File: src/rtl/riscv_retire_monitor.sv
// riscv_retire_monitor
//   Retirement bookkeeping at the writeback end of the core. Counts committed
//   instructions, keeps the observation value of the latest commit and raises a
//   sticky HALT once the terminate pair (li ra,12 ; jalr x0,0(ra)) has committed.
//
// Ports
//   CLK          in   1   clock, all state on posedge
//   RSTn         in   1   synchronous active-low reset
//   RET_VALID    in   1   an instruction commits this cycle
//   RET_INST     in   32  encoding of the committing instruction
//   RET_OUT      in   32  observation value of the committing instruction
//   NUM_INST     out  32  committed instruction count (wraps)
//   OUTPUT_PORT  out  32  RET_OUT of the most recent non-halting commit
//   HALT         out  1   terminate sequence has committed (sticky)
//   CYCLE_CNT    out  32  cycles since reset release, frozen at halt
//
// Build option
//   RETIRE_CYCLE_CNT_EN  when defined, adds the CYCLE_CNT port and counter.

module riscv_retire_monitor (
   input  logic        CLK,
   input  logic        RSTn,
   input  logic        RET_VALID,
   input  logic [31:0] RET_INST,
   input  logic [31:0] RET_OUT,
   output logic [31:0] NUM_INST,
   output logic [31:0] OUTPUT_PORT,
   output logic        HALT
`ifdef RETIRE_CYCLE_CNT_EN
   ,
   output logic [31:0] CYCLE_CNT
`endif
);

   localparam logic [31:0] HALT_INST0 = 32'h00c00093;
   localparam logic [31:0] HALT_INST1 = 32'h00008067;

   typedef enum logic [1:0] {
      StRun    = 2'd0,
      StArmed  = 2'd1,
      StHalted = 2'd2
   } state_e;

   state_e      r_state;
   state_e      w_state_nxt;
   logic [31:0] r_num_inst;
   logic [31:0] w_num_inst_nxt;
   logic [31:0] r_output_port;
   logic [31:0] w_output_port_nxt;
   logic        w_is_inst0;
   logic        w_is_inst1;

   assign w_is_inst0 = (RET_INST == HALT_INST0);
   assign w_is_inst1 = (RET_INST == HALT_INST1);

   always_ff @(posedge CLK) begin
      if (!RSTn) begin
         r_state       <= StRun;
         r_num_inst    <= 32'd0;
         r_output_port <= 32'd0;
      end else begin
         r_state       <= w_state_nxt;
         r_num_inst    <= w_num_inst_nxt;
         r_output_port <= w_output_port_nxt;
      end
   end

   always_comb begin
      w_state_nxt       = r_state;
      w_num_inst_nxt    = r_num_inst;
      w_output_port_nxt = r_output_port;
      // RET_INST is only looked at under RET_VALID, so bubbles carrying X are inert.
      if (RET_VALID) begin
         unique case (r_state)
            StRun: begin
               w_num_inst_nxt    = r_num_inst + 32'd1;
               w_output_port_nxt = RET_OUT;
               if (w_is_inst0) w_state_nxt = StArmed;
            end
            StArmed: begin
               w_num_inst_nxt = r_num_inst + 32'd1;
               if (w_is_inst1) begin
                  // The halting jalr is counted but its RET_OUT is not kept,
                  // so OUTPUT_PORT keeps the program result.
                  w_state_nxt = StHalted;
               end else begin
                  w_output_port_nxt = RET_OUT;
                  w_state_nxt       = w_is_inst0 ? StArmed : StRun;
               end
            end
            StHalted: ;
            default: w_state_nxt = StRun;
         endcase
      end
   end

   assign NUM_INST    = r_num_inst;
   assign OUTPUT_PORT = r_output_port;
   assign HALT        = (r_state == StHalted);

`ifdef RETIRE_CYCLE_CNT_EN
   logic [31:0] r_cycle_cnt;

   // Keyed off the current state, so the edge entering HALTED still counts.
   always_ff @(posedge CLK) begin
      if (!RSTn) begin
         r_cycle_cnt <= 32'd0;
      end else if (r_state != StHalted) begin
         r_cycle_cnt <= r_cycle_cnt + 32'd1;
      end
   end

   assign CYCLE_CNT = r_cycle_cnt;
`endif

endmodule
File: config.mk
export PLATFORM = sky130hd
export DESIGN_NAME = riscv_retire_monitor
export DESIGN_NICKNAME = d
export VERILOG_FILES = /design/src/rtl/riscv_retire_monitor.sv
export SDC_FILE = /design/constraint.sdc
export NUM_CORES = 1
export LEC_CHECK = 0
export CAP_MARGIN = 20
export CORE_ASPECT_RATIO = 0.6
export CORE_MARGIN = 2
export CORE_UTILIZATION = 57
export CTS_CLUSTER_DIAMETER = 80
export DETAILED_ROUTE_END_ITERATION = 10
export DONT_BUFFER_PORTS = 1
export PLACE_DENSITY = 0.86
export SLEW_MARGIN = 20
export SYNTH_ARGS = -nofsm -noshare
export SYNTH_HDL_FRONTEND = slang
export SYNTH_SLANG_ARGS = --single-unit
File: constraint.sdc
create_clock -name CLK -period 1.8 [get_ports CLK]
set_clock_uncertainty 0.05 [all_clocks]
set_input_delay 0.36 -clock CLK [delete_from_list [all_inputs] [get_ports CLK]]
set_output_delay 0.36 -clock CLK [all_outputs]
set_load 0.1 [all_outputs]
==> metrics.csv <==
stage;metric;value;unit
floorplan;die width;108;µm
place;HPWL after DPL;7.53;mm
sta;normalized max-slew margin;77.0;%
clocking;clk slew on worst S/H paths;0.07;ns
routing;routed len/inst;18.9;µm
clocking;CTS tree;built;
sta;Final min period;1.90;ns
routing;via count;4063;
sta;Setup-failing EPs final;32;
cells_and_area;final net count;598;
sta;RSZ-0062 raised after global routing;yes;
routing;final wirelength;11.7;mm
pwr;PnR Total Power;3.64;mW
outcome;outcome;finished, violations left;
global_routing;busiest grt layer;met2;
synth;Syn Inst Count;470;
floorplan;Rows;22;
global_routing;first-pass GRT wire length;17.2;mm
place;pre-CTS setup slack;-0.142;ns
place;Post-Place Cell Area;0.00443;mm²
cells_and_area;antenna diode count;0;
sta;endpoints failing hold;0;
clocking;htree depth;3;
cells_and_area;Non-Filler Instances;618;
floorplan;Initial Utilization;59.7;%
synth;area share of the largest cell type after synthesis;35.9;%
synth;syn_area_per_cell;7.83;µm²
run;max-cap viol count;0;
routing;drt initial violations;426;
pwr;Sw Pwr;1.32;mW
global_routing;vias in the first global route;3634;
synth;part of the Yosys area used for sequential elements;35.9;%
synth;synth unique cells;39;
synth;synth warn;0;
setup_path;Setup crit start kind;flop;
routing;# DRC;0;
synth;top-count cell post-synth;nand2_1;
clocking;Num CTS Buffers;9;
global_routing;GRT Util Overall;30.4;%
pwr;worst-case vdd ir drop;0.572;mV
pwr;Combinational Power Share;24.6;%
outcome;violated checks;setup timing;
floorplan;die height;66.2;µm
cells_and_area;Area Overhead vs Synth;37.0;%
global_routing;GR Util met3;7.29;%
place;placer congestion estimate;0.802;
global_routing;largest net degree at the start of global routing;90;
routing;Vias/cell;6.57;
global_routing;total grt overflow;0;
place;I/O Buffers;0;
setup_path;Arr. time, crit path;2.11;ns
routing;drt pass-1 iters;4;
floorplan;die area;0.00713;mm²
sta;slew of the pin with the lowest slew margin;0.341;ns
pwr;Leak;2.03;nW
synth;fraction of registers with async set/reset;0;%
setup_path;CP Max Fanout;7;
cells_and_area;share of cells above drive strength 1;38.2;%
synth;top post-synthesis cells by count;nand2_1, dfxtp_1, clkbuf_1, or4_1, o21ai_0;
pwr;part of the power in registers;42.6;%
global_routing;met1 Use GR;38.7;%
clocking;Worst-Skew Late Latency;0.34;ns
place;placed insts;595;
setup_path;crit end category;flop;
synth;flops & latches, synth;66;
synth;syn_nets;538;
sta;TNS Setup;-2.24;ns
sta;f_max;525;MHz
setup_path;Required @ worst endpoint;2.01;ns
pwr;pwr dens;723;mW/mm²
cells_and_area;fin area;0.00504;mm²
sta;max-slew violations;0;
global_routing;met2 usage;51.1;%
floorplan;I/O pin total;132;
worst_hold_path;hold crit path type;primary input to flop;
synth;Mapped Area;0.00368;mm²
setup_path;WS Path Type;flop to flop;
clocking;clock tree sinks;66;
global_routing;initial antenna violation count;0;
synth;top cells by area, synth;dfxtp_1, nand2_1, or4_1, o2111ai_1, and3_1;
clocking;clock tree buffer depth;2;
synth;area leader, netlist;dfxtp_1;
pwr;internal power;2.33;mW
synth;Post-synth EDFFs;0;
sta;final worst-path cycle share;106;%
synth;ys flop type;dfxtp_1;
routing;post-route ant nets;0;
floorplan;Core Box Area;0.00617;mm²
pwr;sw frac;36.1;%
sta;final worst slack;-0.104;ns
clocking;CTS root buffer;clkbuf_8;
pwr;Clock power frac;32.8;%
## power groups by stage
stage | registers (mW) | logic, mW | clock network (mW)
2_1_floorplan | 2.10 | 0.180 | 0
3_3_place_gp | 1.58 | 0.831 | 0
3_5_place_dp | 1.58 | 0.847 | 0
4_1_cts | 1.55 | 0.851 | 1.21
5_1_grt | 1.55 | 0.929 | 1.28
6_report | 1.55 | 0.896 | 1.20
## critical path, cell delays in order, from the launching register on
cell and delay (ns):
dfxtp_2 0.34, nand4b_1 0.10, or4_4 0.61, clkbuf_16 0.21, or4_4 0.43, o2111ai_2 0.08
## per-layer routing
layer	vias up	share of wire [%]
li1	1884	-
met1	1979	43
met2	181	47
met3	19	8.2
met4	0	1.4
met5	-	0
## state kept, by name, summed over array words and instances (netlist names)
| signal | count |
|---|---|
| r_state | 2 |
| OUTPUT_PORT | 32 |
| NUM_INST | 32 |
## timing repair
action                                  4_1_cts  5_1_grt
hold buffers                                  0        0
gates cloned                                  0        5
endpoints found under the setup margin       32       40
buffers inserted                              0        3
gates resized for setup                       3       59
pin swaps                                     0        4
## cell type report
cell class	count	area (µm²)
inverters	7	26.3
multi-input cells	349	2480
flip-flops and latches	66	1420
clock buffers	9	124
fillers	386	1120
clock inverters	6	58.8
well taps	84	105
repair buffers	97	830
## worst paths after layout
| check | from | end | slack (ns) | cells past startpoint |
|---|---|---|---|---|
| setup reg to reg | r_state[0]$_SDFFE_PN0P_ | OUTPUT_PORT[25]$_SDFFE_PN0P_ | -0.10 | 5 |
| hold / removal | RSTn | r_state[0]$_SDFFE_PN0P_ | 0.1 | 1 |
| setup / recovery | r_state[0]$_SDFFE_PN0P_ | OUTPUT_PORT[25]$_SDFFE_PN0P_ | -0.10 | 5 |
| hold reg to reg | NUM_INST[25]$_SDFFE_PN0P_ | NUM_INST[25]$_SDFFE_PN0P_ | 0.45 | 2 |
## logic make-up after synthesis
logic type | after synthesis | share of synthesized area (%)
AOI/OAI and AO/OA | 93 | 17.4
muxes | 8 | 2.18
and+or+nand+nor | 236 | 35.2
adders and majority gates | 1 | 0.340
xor gates and xnor gates | 11 | 2.62
DFF | 66 | 35.9
buffers and inverters | 55 | 6.33
## per-stage QoR
| stage | utilization [%] | hold WS (ns) |
|---|---|---|
| CTS | 75.0 | 0.0755 |
| floorplan | - | 0.457 |
| global placement | 71.8 | 0.425 |
| global route | 81.8 | 0.0973 |
| detailed placement | 71.8 | 0.437 |
| finish | 81.8 | 0.0986 |
## layout by cell type (no fill, tap or decap), types with 2 or more instances in the layout
cell type / n
clkbuf_8: 9
and2_1: 3
o41ai_1: 4
o21a_1: 3
mux2i_1: 8
o21ai_0: 35
a21oi_1: 8
or4_4: 27
nor2_1: 13
nand2b_1: 8
dfxtp_1: 37
clkbuf_16: 3
nand2_1: 87
buf_6: 3
buf_4: 88
xor2_1: 10
dfxtp_4: 23
inv_1: 7
or4_1: 12
buf_12: 3
o2111ai_1: 7
nor4_4: 4
nand3_1: 8
clkinvlp_4: 2
clkinv_2: 2
nand4_1: 12
o2111ai_2: 25
dfxtp_2: 6
and3_1: 33
nor4_1: 10
and4_1: 3
o31ai_1: 5
or3_1: 3
o311ai_1: 3
Power figures use the tool's default switching activity.
